`src/rtl/sha2_compress_core.sv`:
```
// SHA-2 compression engine: one round per clock over a..h, with the digest registers,
// block chaining and feed-forward add held internally. WORD_W=32 is SHA-256, 64 is SHA-512.
module sha2_compress_core #(
  parameter int WORD_W = 32,
  parameter int ROUNDS = 64,
  parameter int IDX_W  = 7
) (
  input  logic                clk,
  input  logic                rst,
  input  logic                start_i,
  input  logic                first_block_i,
  input  logic [8*WORD_W-1:0] h_init_i,
  input  logic [WORD_W-1:0]   w_in_i,
  input  logic [WORD_W-1:0]   k_in_i,
  output logic [IDX_W-1:0]    round_idx_o,
  output logic                ready_o,
  output logic                busy_o,
  output logic                done_o,
  output logic [8*WORD_W-1:0] digest_o
);

  if (!((WORD_W == 32 && ROUNDS == 64) || (WORD_W == 64 && ROUNDS == 80))) begin : g_bad_cfg
    $error("sha2_compress_core: WORD_W/ROUNDS must be 32/64 or 64/80");
  end
  if ((2 ** IDX_W) < ROUNDS) begin : g_bad_idx
    $error("sha2_compress_core: IDX_W too narrow for ROUNDS");
  end

  localparam int S0_A = (WORD_W == 64) ? 28 : 2;
  localparam int S0_B = (WORD_W == 64) ? 34 : 13;
  localparam int S0_C = (WORD_W == 64) ? 39 : 22;
  localparam int S1_A = (WORD_W == 64) ? 14 : 6;
  localparam int S1_B = (WORD_W == 64) ? 18 : 11;
  localparam int S1_C = (WORD_W == 64) ? 41 : 25;

  typedef logic [WORD_W-1:0] word_t;
  typedef enum logic [1:0] {IDLE, ROUND, ADD} state_t;

  function automatic word_t rotr(input word_t x, input int n);
    return (x >> n) | (x << (WORD_W - n));
  endfunction

  state_t           state_q;
  logic [IDX_W-1:0] idx_q;
  logic             done_q;
  word_t            work_q [8];
  word_t            hash_q [8];
  word_t            work_d [8];
  word_t            hinit_w [8];
  word_t            sig0, sig1, ch, maj, t1, t2;

  // Word 0 (H0 / a) sits in the MSBs of both the seed input and the digest output.
  for (genvar gi = 0; gi < 8; gi++) begin : g_pack
    assign hinit_w[gi] = h_init_i[(7-gi)*WORD_W +: WORD_W];
    assign digest_o[(7-gi)*WORD_W +: WORD_W] = hash_q[gi];
  end

  always_comb begin
    sig1 = rotr(work_q[4], S1_A) ^ rotr(work_q[4], S1_B) ^ rotr(work_q[4], S1_C);
    ch   = (work_q[4] & work_q[5]) ^ (~work_q[4] & work_q[6]);
    sig0 = rotr(work_q[0], S0_A) ^ rotr(work_q[0], S0_B) ^ rotr(work_q[0], S0_C);
    maj  = (work_q[0] & work_q[1]) ^ (work_q[0] & work_q[2]) ^ (work_q[1] & work_q[2]);
    t1   = work_q[7] + sig1 + ch + k_in_i + w_in_i;
    t2   = sig0 + maj;
    work_d[0] = t1 + t2;
    work_d[1] = work_q[0];
    work_d[2] = work_q[1];
    work_d[3] = work_q[2];
    work_d[4] = work_q[3] + t1;
    work_d[5] = work_q[4];
    work_d[6] = work_q[5];
    work_d[7] = work_q[6];
  end

  always_ff @(posedge clk or posedge rst) begin
    if (rst) begin
      state_q <= IDLE;
      idx_q   <= '0;
      done_q  <= 1'b0;
      for (int i = 0; i < 8; i++) begin
        work_q[i] <= '0;
        hash_q[i] <= '0;
      end
    end else begin
      done_q <= 1'b0;
      case (state_q)
        IDLE: begin
          if (start_i) begin
            for (int i = 0; i < 8; i++) begin
              work_q[i] <= first_block_i ? hinit_w[i] : hash_q[i];
              if (first_block_i) hash_q[i] <= hinit_w[i];
            end
            idx_q   <= '0;
            state_q <= ROUND;
          end
        end
        ROUND: begin
          work_q <= work_d;
          // The counter parks on the last index through ADD so upstream can see it.
          if (idx_q == IDX_W'(ROUNDS - 1)) state_q <= ADD;
          else                             idx_q   <= idx_q + IDX_W'(1);
        end
        ADD: begin
          for (int i = 0; i < 8; i++) hash_q[i] <= hash_q[i] + work_q[i];
          idx_q   <= '0;
          done_q  <= 1'b1;
          state_q <= IDLE;
        end
        default: state_q <= IDLE;
      endcase
    end
  end

  assign round_idx_o = idx_q;
  assign ready_o     = (state_q == IDLE);
  assign busy_o      = ~ready_o;
  assign done_o      = done_q;

endmodule

```
`config.mk`:
```
export PLATFORM = sky130hd
export DESIGN_NAME = sha2_compress_core
export DESIGN_NICKNAME = d
export VERILOG_FILES = /design/src/rtl/sha2_compress_core.sv
export SDC_FILE = /design/constraint.sdc
export NUM_CORES = 2
export LEC_CHECK = 0
export CAP_MARGIN = 20
export CORE_ASPECT_RATIO = 0.8
export CORE_MARGIN = 2
export CORE_UTILIZATION = 50
export DETAILED_ROUTE_END_ITERATION = 8
export GPL_ROUTABILITY_DRIVEN = 0
export GPL_TIMING_DRIVEN = 0
export PLACE_DENSITY_LB_ADDON = 0.08
export SLEW_MARGIN = 10
export SYNTH_ARGS = -nofsm -noshare
export SYNTH_HDL_FRONTEND = slang
export SYNTH_SLANG_ARGS = --single-unit
```
`constraint.sdc`:
```
create_clock -name clk -period 22.4 [get_ports clk]
set_input_delay 2.24 -clock clk [delete_from_list [all_inputs] [get_ports clk]]
set_output_delay 2.24 -clock clk [all_outputs]
set_load 0.03 [all_outputs]
```
==> impl_metrics.yaml <==
status:
  status: "completed"
worst_setup_path:
  path_delay_family: "compound AO/OA/AOI/OAI gates"
  r2r_start: "work_d[91]"
  worstPathMaxFanout: 5
  cp_num_buf_inv: 5
  worstPathRequired_ns: 23.02
  crit_path_end_kind: "flip-flop"
  arrival_ns: 10.61
  r2r_cells: 32
  worstSetupPathType: "in2reg"
  r2r-end: "work_d[223]"
  r2r_slack_ns: 13.18
  crit_path_frequent_cell: "a21oi_1"
  startpoint_type: "input port"
  slowest_stage: "fa_1"
  critPathMaxStageDelay_ns: 0.53
cts:
  cts-root-buf: "clkbuf_16"
  ctsResizeCount: 0
  cts.reportedPaths.clkPinSlew_ns: 0.07
  cts_buffer_depth: 3
  h-tree-depth: 2
  cts_sinks: 522
  clk_latency_ns: 0.72
  post_cts_buffers: 0
  ctsHoldBuffers: 0
  cts_made_buffers: 60
  cts_tree: "done"
timing:
  min_period_ns: 9.99
  worst_slew_pin_slew_ns: 1.35
  final_hold_viol_count: 0
  rsz0062_at_grt: "false"
  skew_ns: 0.0407
  fmax_mhz: 100
  max-slew-margin-rel_pct: 10.0
  setup_viol: 0
  fin_crit_sh_pct: 44.6
  drv_slew: 0
  finalSetupTns_ns: 0
synthesis:
  synth-edff-count: 0
  ys_async_sr_fraction_pct: 100
  yosys_warnings: 0
  yosysSeqAreaShare_pct: 27.8
  ys_seq_elements: 522
  synth_ff_type: "dfrtp_1"
  synth.avg_cell_area_um2: 8.70
  syn-num-nets: 6207
  synth_cell_types: 95
  synth_area_um2: 47100
  syn_inst: 5408
worst_hold_path:
  holdCritStartpoint: "round_idx_o[6]"
  hold_path_class: "reg2reg"
  hold_path_end: "state_q[1]"
  min_path_cells: 1
grt:
  grt_overflow: 0
  antenna_found_initial: 21
  grt_pass1_wl_mm: 331
  grt_pass1_vias: 46382
  grt_max_degree: 108
  grt_usage_pct: 47.6
floorplanning:
  io_pins: 590
  coreArea_um2: 93100
  start_util_pct: 50.5
  die_width_um: 347
  num_rows: 100
  die-area_um2: 96600
  die_h_um: 278
run:
  drv_cap: 0
routing:
  num_vias: 50100
  postRouteAntennaNets: 0
  drtIter0Drc: 8217
  dr.pass1.iters: 7
  viasPerCell: 6.78
  wl_mm: 238
  post_drt_wl_per_cell_um: 32.2
  drc: 0
final_layout:
  multiInputGateArea_um2: 31400
  drive_gt1_share_pct: 4.21
  register_area_um2: 13100
  fin_nets: 6900
  fillCellCount: 8368
  instances_no_fill: 7387
  area_delta_synth_final_pct: 21.8
place:
  dp.cells: 7252
  hpwlAfterDp_mm: 187
  portBuffers: 588
==> through the flow <==
stage / instance area [um^2] / worst slack [ns] / hold slack [ns] / util [%]
floorplan: 47100 / 5.58 / 0.482 / -
global placement: 54500 / -2.26 / 0.481 / 58.5
detailed placement: 55000 / 12.01 / 0.498 / 59.1
CTS: 57100 / 12.64 / 0.506 / 61.4
global route: 57300 / 12.05 / 0.560 / 61.6
finish: 57300 / 12.41 / 0.528 / 61.6
==> sequential cells by signal (all words and copies together), names as in the netlist <==
name         count
digest_o       256
work_d         192
work_q          64
round_idx_o      7
state_q          2
done_o           1
==> area by class of cell <==
class / instances / area share [%]
clock buffer: 86 / 2.96
buffer: 312 / 2.09
timing repair buffer: 631 / 11.4
inverter: 376 / 2.48
sequential: 522 / 22.8
antenna: 13 / 0.0568
multi-input combinational: 4198 / 54.8
clock inverter: 25 / 0.705
tap: 1224 / 2.67
==> metal layers <==
metal  global-route usage [%]  wire length [um]  up-vias
met2                     62.5             89200     4262
met5                     2.54               607        -
met4                     26.1             16900       24
met3                     25.8             44100      932
met1                     61.4             87200    24105
li1                         -                 -    20777
==> cells in the mapped netlist (30+ instances only) <==
library cell | count | area share (%)
o221ai_1 | 32 | 0.60
ha_1 | 342 | 9.1
o21ai_0 | 515 | 5.5
inv_1 | 375 | 3.0
dfrtp_1 | 522 | 28
mux2i_1 | 370 | 7.9
buf_1 | 52 | 0.41
nand3_1 | 58 | 0.62
nor2b_1 | 35 | 0.47
nand2_1 | 544 | 4.3
xnor2_1 | 288 | 5.4
mux2_2 | 45 | 1.1
a22oi_1 | 33 | 0.53
nand2b_1 | 71 | 0.94
a31oi_1 | 30 | 0.40
a21o_1 | 149 | 2.4
o22ai_1 | 36 | 0.48
a22o_1 | 121 | 2.3
o211ai_1 | 64 | 1.0
a211oi_1 | 38 | 0.61
o21a_1 | 55 | 0.88
a21oi_1 | 360 | 3.8
clkbuf_1 | 257 | 2.1
a221o_1 | 34 | 0.72
fa_1 | 133 | 5.7
xor2_1 | 114 | 2.1
nor3_1 | 40 | 0.43
nor2_1 | 260 | 2.1
and3_1 | 30 | 0.40
==> how the worst max path moves through the flow <==
stage / from / to / slack, ns / cells after the start
3_5_place_dp: w_in_i[2] / work_d[223] / 12.01 / 33
6_report: w_in_i[2] / work_d[223] / 12.41 / 33
3_3_place_gp: rst / digest_o[243] / -2.26 / 2
4_1_cts: w_in_i[2] / work_d[223] / 12.64 / 33
2_1_floorplan: rst / digest_o[0] / 5.58 / 1
5_1_grt: w_in_i[2] / work_d[223] / 12.05 / 33
==> logic make-up (layout without fill, tap and decap cells) <==
| group | count (synthesis) | after routing | share of synthesized area (%) |
|---|---|---|---|
| other | 0 | 13 | 0 |
| multiplexers | 415 | 415 | 8.95 |
| buffers and inverters | 688 | 1430 | 5.50 |
| XOR/XNOR | 403 | 403 | 7.53 |
| flip-flops | 522 | 522 | 27.8 |
| adder cells (fa/ha/maj) | 497 | 497 | 15.2 |
| AO/OA/AOI/OAI | 1723 | 1723 | 24.0 |
| AND/OR/NAND/NOR | 1160 | 1160 | 11.1 |
==> cell usage in the layout, fill, tap and decap left out, types with 32 or more instances in the layout <==
cell type	synthesis	layout
fa_1	133	133
xor2_1	114	114
a21o_1	149	149
a221o_1	34	34
o22ai_1	36	36
o21ai_0	515	515
mux2i_1	370	370
dfrtp_1	522	522
xnor2_1	288	288
nand2_1	544	544
ha_1	342	342
mux2_2	45	45
nand2b_1	71	71
nor2_1	260	259
a211oi_1	38	38
clkdlybuf4s50_1	0	588
nor2b_1	35	35
o221ai_1	32	32
a22o_1	121	121
a22oi_1	33	33
inv_1	375	374
a21oi_1	360	359
o211ai_1	64	64
o21a_1	55	55
clkbuf_16	0	60
buf_1	52	45
clkbuf_1	257	261
nand3_1	58	58
nor3_1	40	40
Power is not shown: default switching activity piles up to over one toggle a cycle in this logic, so the estimate is an artifact.
